$ cat config.mk
export PLATFORM = sky130hd
export DESIGN_NAME = div_unit
export DESIGN_NICKNAME = d
export VERILOG_FILES = /design/src/rtl/div_unit.sv
export SDC_FILE = /design/constraint.sdc
export NUM_CORES = 1
export LEC_CHECK = 0
export ABC_AREA = 1
export CAP_MARGIN = 20
export CORE_MARGIN = 3
export CORE_UTILIZATION = 35
export CTS_BUF_LIST = sky130_fd_sc_hd__clkbuf_16
export DETAILED_ROUTE_END_ITERATION = 10
export DONT_BUFFER_PORTS = 1
export SKIP_CTS_REPAIR_TIMING = 1
export SKIP_LAST_GASP = 1
export SYNTH_ARGS = -nofsm -noshare
export SYNTH_HDL_FRONTEND = slang
export SYNTH_SLANG_ARGS = --single-unit
$ cat constraint.sdc
create_clock -name clk -period 3.5 [get_ports clk]
set_input_delay 0.7 -clock clk [delete_from_list [all_inputs] [get_ports clk]]
set_output_delay 0.7 -clock clk [all_outputs]
set_load 0.02 [all_outputs]
$ cat src/rtl/div_unit.sv
// Multi-cycle radix-2 restoring divider for DIV/DIVU.
// Produces {remainder, quotient} with MIPS truncating semantics.
module div_unit #(
    parameter int unsigned WIDTH = 32
) (
    input  logic                 clk,
    input  logic                 rst,
    input  logic                 signed_div,
    input  logic [WIDTH-1:0]     opdata1,
    input  logic [WIDTH-1:0]     opdata2,
    input  logic                 start,
    input  logic                 annul,
    output logic [2*WIDTH-1:0]   result,
    output logic                 ready
);

    localparam int unsigned CW = $clog2(WIDTH + 1);

    typedef enum logic [1:0] {
        S_IDLE   = 2'd0,
        S_BYZERO = 2'd1,
        S_ON     = 2'd2,
        S_END    = 2'd3
    } state_t;

    state_t              state, state_n;
    logic [CW-1:0]       cnt, cnt_n;
    logic [2*WIDTH:0]    work, work_n;
    logic [WIDTH-1:0]    divisor, divisor_n;
    logic                s1, s1_n, s2, s2_n;
    logic [2*WIDTH-1:0]  result_n;
    logic                ready_n;

    logic [WIDTH-1:0]    mag1_c, mag2_c;
    logic [WIDTH:0]      upper_c, diff_c;
    logic [WIDTH-1:0]    quo_c, rem_c;

    // Operand magnitudes and the trial subtraction for one iteration
    always_comb begin
        mag1_c  = (signed_div && opdata1[WIDTH-1]) ? (~opdata1 + WIDTH'(1)) : opdata1;
        mag2_c  = (signed_div && opdata2[WIDTH-1]) ? (~opdata2 + WIDTH'(1)) : opdata2;
        upper_c = work[2*WIDTH:WIDTH];
        diff_c  = upper_c - {1'b0, divisor};
        quo_c   = (s1 ^ s2) ? (~work[WIDTH-1:0] + WIDTH'(1)) : work[WIDTH-1:0];
        rem_c   = s1 ? (~work[2*WIDTH:WIDTH+1] + WIDTH'(1)) : work[2*WIDTH:WIDTH+1];
    end

    // Next-state and datapath update
    always_comb begin
        state_n   = state;
        cnt_n     = cnt;
        work_n    = work;
        divisor_n = divisor;
        s1_n      = s1;
        s2_n      = s2;
        result_n  = result;
        ready_n   = ready;

        case (state)
            S_IDLE: begin
                ready_n  = 1'b0;
                result_n = '0;
                if (start && !annul) begin
                    if (opdata2 == '0) begin
                        state_n = S_BYZERO;
                    end else begin
                        state_n   = S_ON;
                        cnt_n     = '0;
                        work_n    = {WIDTH'(0), mag1_c, 1'b0};
                        divisor_n = mag2_c;
                        s1_n      = signed_div & opdata1[WIDTH-1];
                        s2_n      = signed_div & opdata2[WIDTH-1];
                    end
                end
            end
            S_BYZERO: begin
                if (annul) begin
                    state_n = S_IDLE;
                end else begin
                    state_n  = S_END;
                    result_n = '0;
                    ready_n  = 1'b1;
                end
            end
            S_ON: begin
                if (annul) begin
                    state_n  = S_IDLE;
                    ready_n  = 1'b0;
                    result_n = '0;
                end else if (cnt != CW'(WIDTH)) begin
                    // A set sign bit of the W+1-bit difference means "restore"
                    cnt_n  = cnt + CW'(1);
                    work_n = diff_c[WIDTH] ? {work[2*WIDTH-1:0], 1'b0}
                                           : {diff_c[WIDTH-1:0], work[WIDTH-1:0], 1'b1};
                end else begin
                    state_n  = S_END;
                    result_n = {rem_c, quo_c};
                    ready_n  = 1'b1;
                end
            end
            S_END: begin
                if (!start) begin
                    state_n  = S_IDLE;
                    ready_n  = 1'b0;
                    result_n = '0;
                end
            end
            default: begin
                state_n  = S_IDLE;
                ready_n  = 1'b0;
                result_n = '0;
            end
        endcase
    end

    // State and datapath registers
    always_ff @(posedge clk) begin
        if (rst) begin
            state   <= S_IDLE;
            cnt     <= '0;
            work    <= '0;
            divisor <= '0;
            s1      <= 1'b0;
            s2      <= 1'b0;
            result  <= '0;
            ready   <= 1'b0;
        end else begin
            state   <= state_n;
            cnt     <= cnt_n;
            work    <= work_n;
            divisor <= divisor_n;
            s1      <= s1_n;
            s2      <= s2_n;
            result  <= result_n;
            ready   <= ready_n;
        end
    end

endmodule

* After elaboration in Yosys (flattened, before gate mapping)
Cells that the tools add are included.
Storage, ports and cells: register bits 172, word-level logic and storage cells 76
Cells by class: add/sub/neg operators 6, equal/unequal tests 11, mux-type cells 32, bitwise operators 8, reductions and logical operators 11
Operators by type and width (number):
- two-way mux 65 bit | 5
- two-way mux 64 bit | 4
- case mux 64 bit (4 select lines) | 1
- case mux 65 bit (2 select lines) | 1
- adder 32 x 1 -> 32 bit, second input constant | 4
- two-way mux 32 bit | 4
- inverter 32 bit | 4
- subtractor 33 x 32 -> 33 bit | 1
- logical NOT 32 bit | 1
- two-way mux 6 bit | 4
- two-way mux 2 bit | 6
- inequality test 2 bit, second input constant | 6
- case mux 6 bit (2 select lines) | 1
- AND reduction 3 bit | 3
- case mux 2 bit (4 select lines) | 1
- adder 6 x 1 -> 6 bit, second input constant | 1
- inequality test 6 bit, second input constant | 1
- AND reduction 5 bit | 1
- equality test 2 bit, second input constant | 2
- two-way mux 1 bit | 4
- case mux 1 bit (4 select lines) | 1
- logical AND 1 bit | 3
- inequality test 3 bit, second input constant | 1
- AND 1 bit | 2
- other kinds (6) | 6

* Depth between registers and ports, before layout
word-level depth 6, mapped depth 18, gate-level depth less buffers 17

* Worst setup path before layout
OpenSTA, ideal clock, no wires.
path type reg-to-reg, start reg work[32], end reg work[35], library setup time 0.140 ns, arrival time 2.094 ns, slack 1.265 ns, cell stages (with the launch flop) 19, path buffers 1, period minus slack after synthesis 2.235 ns, cells stage by stage dfxtp_1 -> inv_1 -> ha_1 -> fa_1 -> inv_1 -> nand2_1 -> nand2_1 -> nand3_1 -> nand2_2 -> nand2_4 -> nand2_4 -> nand2_4 -> nand2_4 -> nand2_4 -> nand2_4 -> buf_12 -> nand2_4 -> nand3_2 -> a21oi_2
Between the ends: longest elaborated chain between the ends 5
RTL lines:
- start, declared | line 28 | logic [2*WIDTH:0] work, work_n;
- start signal, assigned | line 130 | work <= work_n;
- subtractor 33 x 32 -> 33 bit | line 43 | diff_c = upper_c - {1'b0, divisor};
- two-way mux 65 bit | line 93 | work_n = diff_c[WIDTH] ? {work[2*WIDTH-1:0], 1'b0}
- two-way mux 65 bit | line 90 | end else if (cnt != CW'(WIDTH)) begin
- two-way mux 65 bit | line 86 | if (annul) begin
- case mux 65 bit (2 select lines) | line 59 | case (state)
Every way passes these cells. The select of a mux whose other input is x is not followed. A chain may end at the register's enable or synchronous reset.

* Worst setup path in the final report
start reg state[0], end reg result[3]
Between the ends: longest elaborated chain between the ends 3, elaborated cells on any way between the ends 9, classes of those cells eq/ne: 6; mux: 1; reduce/logical: 2
RTL lines:
- start, declared | line 26 | state_t state, state_n;
- start signal, assigned | line 128 | state <= state_n;
- equality test 2 bit / equality test 2 x 1 -> 1 bit (equally long branches) | line 59
- inequality test 3 bit (no source line) / inequality test 2 bit (equally long branches)
- AND reduction 3 bit (no source line)
- end signal, assigned | line 134 | result <= result_n;
- end, declared | line 13 | output logic [2*WIDTH-1:0] result,
Parallel ways exist; a longest one is shown, timed or not.

==> results.cfg <==
[run_status]
status = completed

[synthesis]
synth.net_count = 2330
synth_top_family_by_area = simple AND/OR/NAND/NOR gates
synth-main-ff-cell = dfxtp_1
syn_area_um2 = 13500
synth.distinct_cells = 51
synth_mux_area_share_pct = 0
synth_seq_cells = 172
synth_warnings = 0
synth_compound_area_share_pct = 15.3
seq_area_frac_synth_pct = 25.5
synth_xor_area_share_pct = 3.83
syn_area_per_cell_um2 = 6.09
synth-async-reset-ratio_pct = 0
synth-simple-area-share_pct = 39.2
synth_edf_count = 0
syn-instance-count = 2217
synth_fa_ha_area_share_pct = 4.14

[run]
cap_violations = 0

[clock_tree]
clock_path_buffers = 2
path_clk_slew_ps = 70
numCtsBuffers = 17
htreeDepth = 4
clockRootBuffer = clkbuf_16
cts_tree = yes
clock_latency_ps = 430
clock-sinks = 172

[floorplan]
coreArea_um2 = 37800
pin_count = 134
die_area_um2 = 40900
die_x_um = 202
die_h_um = 202
start_util_pct = 35.7
core.rowCount = 71

[finish]
drive_gt1_share_pct = 7.84
n_antenna_cell = 0
area_delta_synth_final_pct = 6.72
fill_cells = 4201
nets = 2283

[global_route]
grt_pass1_wl_um = 69800
grt_remaining_overflow = 0
grtUsageTotal_pct = 21.1
grt_max_degree = 117
grt_pass1_vias = 12800
antenna_found_initial = 0

[sta]
fin_skew_ps = 9.12
slew-limit-headroom_pct = 32.3
setup_tns_ps = 0
fin_crit_ps = 2850
fmax_ghz = 0.351
rsz0062_at_grt = no
tightestPinTransition_ps = 1010
setup_viol = 0
period_share_pct = 81.5
drv_slew = 0
hold_viol = 0

[placed_design]
portBuffers = 0
place_congestion = 0.940
hpwlAfterDp_um = 35000

[setup_path]
path_max_fanout = 38
crit_path_start = state[0]$_SDFFE_PP0P_
cp.arrival_ps = 3220
endpoint_kind = flop
cp-start-kind = flop
r2r_start = state[0]$_SDFFE_PP0P_
crit_type = reg -> reg
cp.required_ps = 3870

[drt]
num_vias = 13700
drt_first_pass_iters = 5
drt_iter0_drc = 1096
drc_errors = 0
avgViaCountPerCell = 5.10
avgRoutedWirePerCell_um = 16.3
wirelength_um = 43700
antenna_left = 0

[min_path]
hold_start = rst
min_path_type = in -> reg

[power]
p_leak_uw = 0.00661
powerDensity_nw_per_um2 = 581
finalPower_uw = 8370
ir_drop_v = 0.000390
## stage by stage
| stage | setup slack, ps | util (%) | cells | instance area [um^2] | hold slack, ps |
|---|---|---|---|---|---|
| 2_1_floorplan | 1270 | - | 2217 | 13500 | 430 |
| 3_3_place_gp | 613 | 36.5 | 2662 | 13800 | 466 |
| 3_5_place_dp | 500 | 36.5 | 2662 | 13800 | 476 |
| 4_1_cts | 656 | 38.1 | 2692 | 14400 | 324 |
| 5_1_grt | 434 | 38.1 | 2692 | 14400 | 318 |
| 6_report | 648 | 38.1 | 2692 | 14400 | 329 |
## sequential cells by signal (all words and copies together), names as in the netlist
name     count
work        65
divisor     32
state        2
cnt          6
ready        1
s1           1
result      64
s2           1
## cell families (layout without fill, tap and decap cells)
kind of cell             after synthesis  count (layout)
buffers and inverters                401             365
AND/OR/NAND/NOR                     1170            1170
AO/OA/AOI/OAI                        371             371
adder cells (fa/ha/maj)               44              44
XOR/XNOR                              59              59
flip-flops                           172             172
## layer usage
| layer | track usage, % | vias up | share of wire (%) |
|---|---|---|---|
| li1 | - | 7023 | - |
| met1 | 29.3 | 6314 | 47 |
| met2 | 34.6 | 355 | 46 |
| met3 | 3.62 | 47 | 5.9 |
| met4 | 4.33 | 0 | 1.5 |
| met5 | 0 | - | 0 |
## final timing paths
check                                         endpoint  depth (start not counted)  slack, ps
worst min-delay path             work[61]$_SDFFE_PP0P_                          1        330
worst min register to register     cnt[0]$_SDFFE_PP0P_                          1        490
worst max-delay path            result[3]$_SDFFE_PP0P_                         10        650
worst max register to register  result[3]$_SDFFE_PP0P_                         10        650
## cell type report
class | instances | area, um^2 | share of cell area [%]
Multi-Input combinational cell | 1644 | 8440 | 58.6
Sequential cell | 172 | 3440 | 23.9
Inverter | 325 | 1220 | 8.47
Tap cell | 511 | 639 | 4.44
Clock buffer | 17 | 425 | 2.95
Clock inverter | 13 | 144 | 0.999
Timing Repair Buffer | 10 | 87.6 | 0.608
## cells in the mapped netlist, types with 3 or more instances
| library cell | instances | area [um^2] |
|---|---|---|
| a21oi_4 | 3 | 48.8 |
| buf_2 | 18 | 90.1 |
| dfxtp_1 | 172 | 3440 |
| xor2_1 | 49 | 429 |
| nor2_1 | 157 | 589 |
| nand2_2 | 21 | 131 |
| nand3b_1 | 19 | 143 |
| inv_1 | 306 | 1150 |
| nor3_1 | 26 | 130 |
| nor3_2 | 3 | 30.0 |
| nand2_4 | 17 | 191 |
| nand3_2 | 23 | 230 |
| xnor2_1 | 10 | 87.6 |
| a31oi_1 | 7 | 43.8 |
| nand2_1 | 637 | 2390 |
| nand3_1 | 212 | 1060 |
| o21ai_0 | 120 | 601 |
| nand4_1 | 22 | 138 |
| inv_2 | 18 | 67.6 |
| o211ai_1 | 8 | 60.1 |
| and2_1 | 3 | 18.8 |
| nor2_2 | 8 | 50.1 |
| a211oi_1 | 5 | 37.5 |
| o31ai_1 | 4 | 30.0 |
| o21bai_1 | 7 | 52.6 |
| or2_2 | 10 | 62.6 |
| buf_4 | 6 | 45.0 |
| a21oi_1 | 184 | 921 |
| buf_6 | 6 | 67.6 |
| o21ai_1 | 3 | 15.0 |
| ha_1 | 43 | 538 |
| clkbuf_1 | 41 | 154 |
| a21oi_2 | 23 | 201 |
## critical path: stages, from the launching register on
cell and delay (ps):
dfxtp_1 360, inv_1 100, ha_1 250, buf_4 270
nand3_1 210, nand2_1 80, inv_2 100, nand2_2 230
inv_2 620, nand3_1 340, a21oi_1 210
## where the power goes
part | switching, uW | internal [uW] | leakage (uW) | total [uW]
sequential | 308 | 2240 | 0.00140 | 2540
clock | 826 | 1050 | 0.000275 | 1880
combinational | 2810 | 1140 | 0.00494 | 3950
total | 3940 | 4430 | 0.00661 | 8370
## layout by cell type, fill, tap and decap left out, drive strengths merged, types with 2 or more instances in the layout
master	Yosys	layout
clkinvlp	0	2
xnor2	10	10
nand2	676	676
nand4	23	23
nor3b	2	2
and3	2	2
inv	324	327
a21oi	210	210
nand3	236	236
or2	12	12
o22ai	2	2
o31ai	4	4
and2	3	3
a211oi	5	5
nor3	29	29
clkinv	1	7
ha	43	43
clkbuf	43	17
nand3b	19	19
bufinv	0	2
o211ai	8	8
o41ai	2	2
xor2	49	49
o21bai	7	7
o21ai	124	124
dfxtp	172	172
nor2	167	167
a31oi	7	7
buf	33	10
a21o	2	2
(Power assumes the default switching activity.)
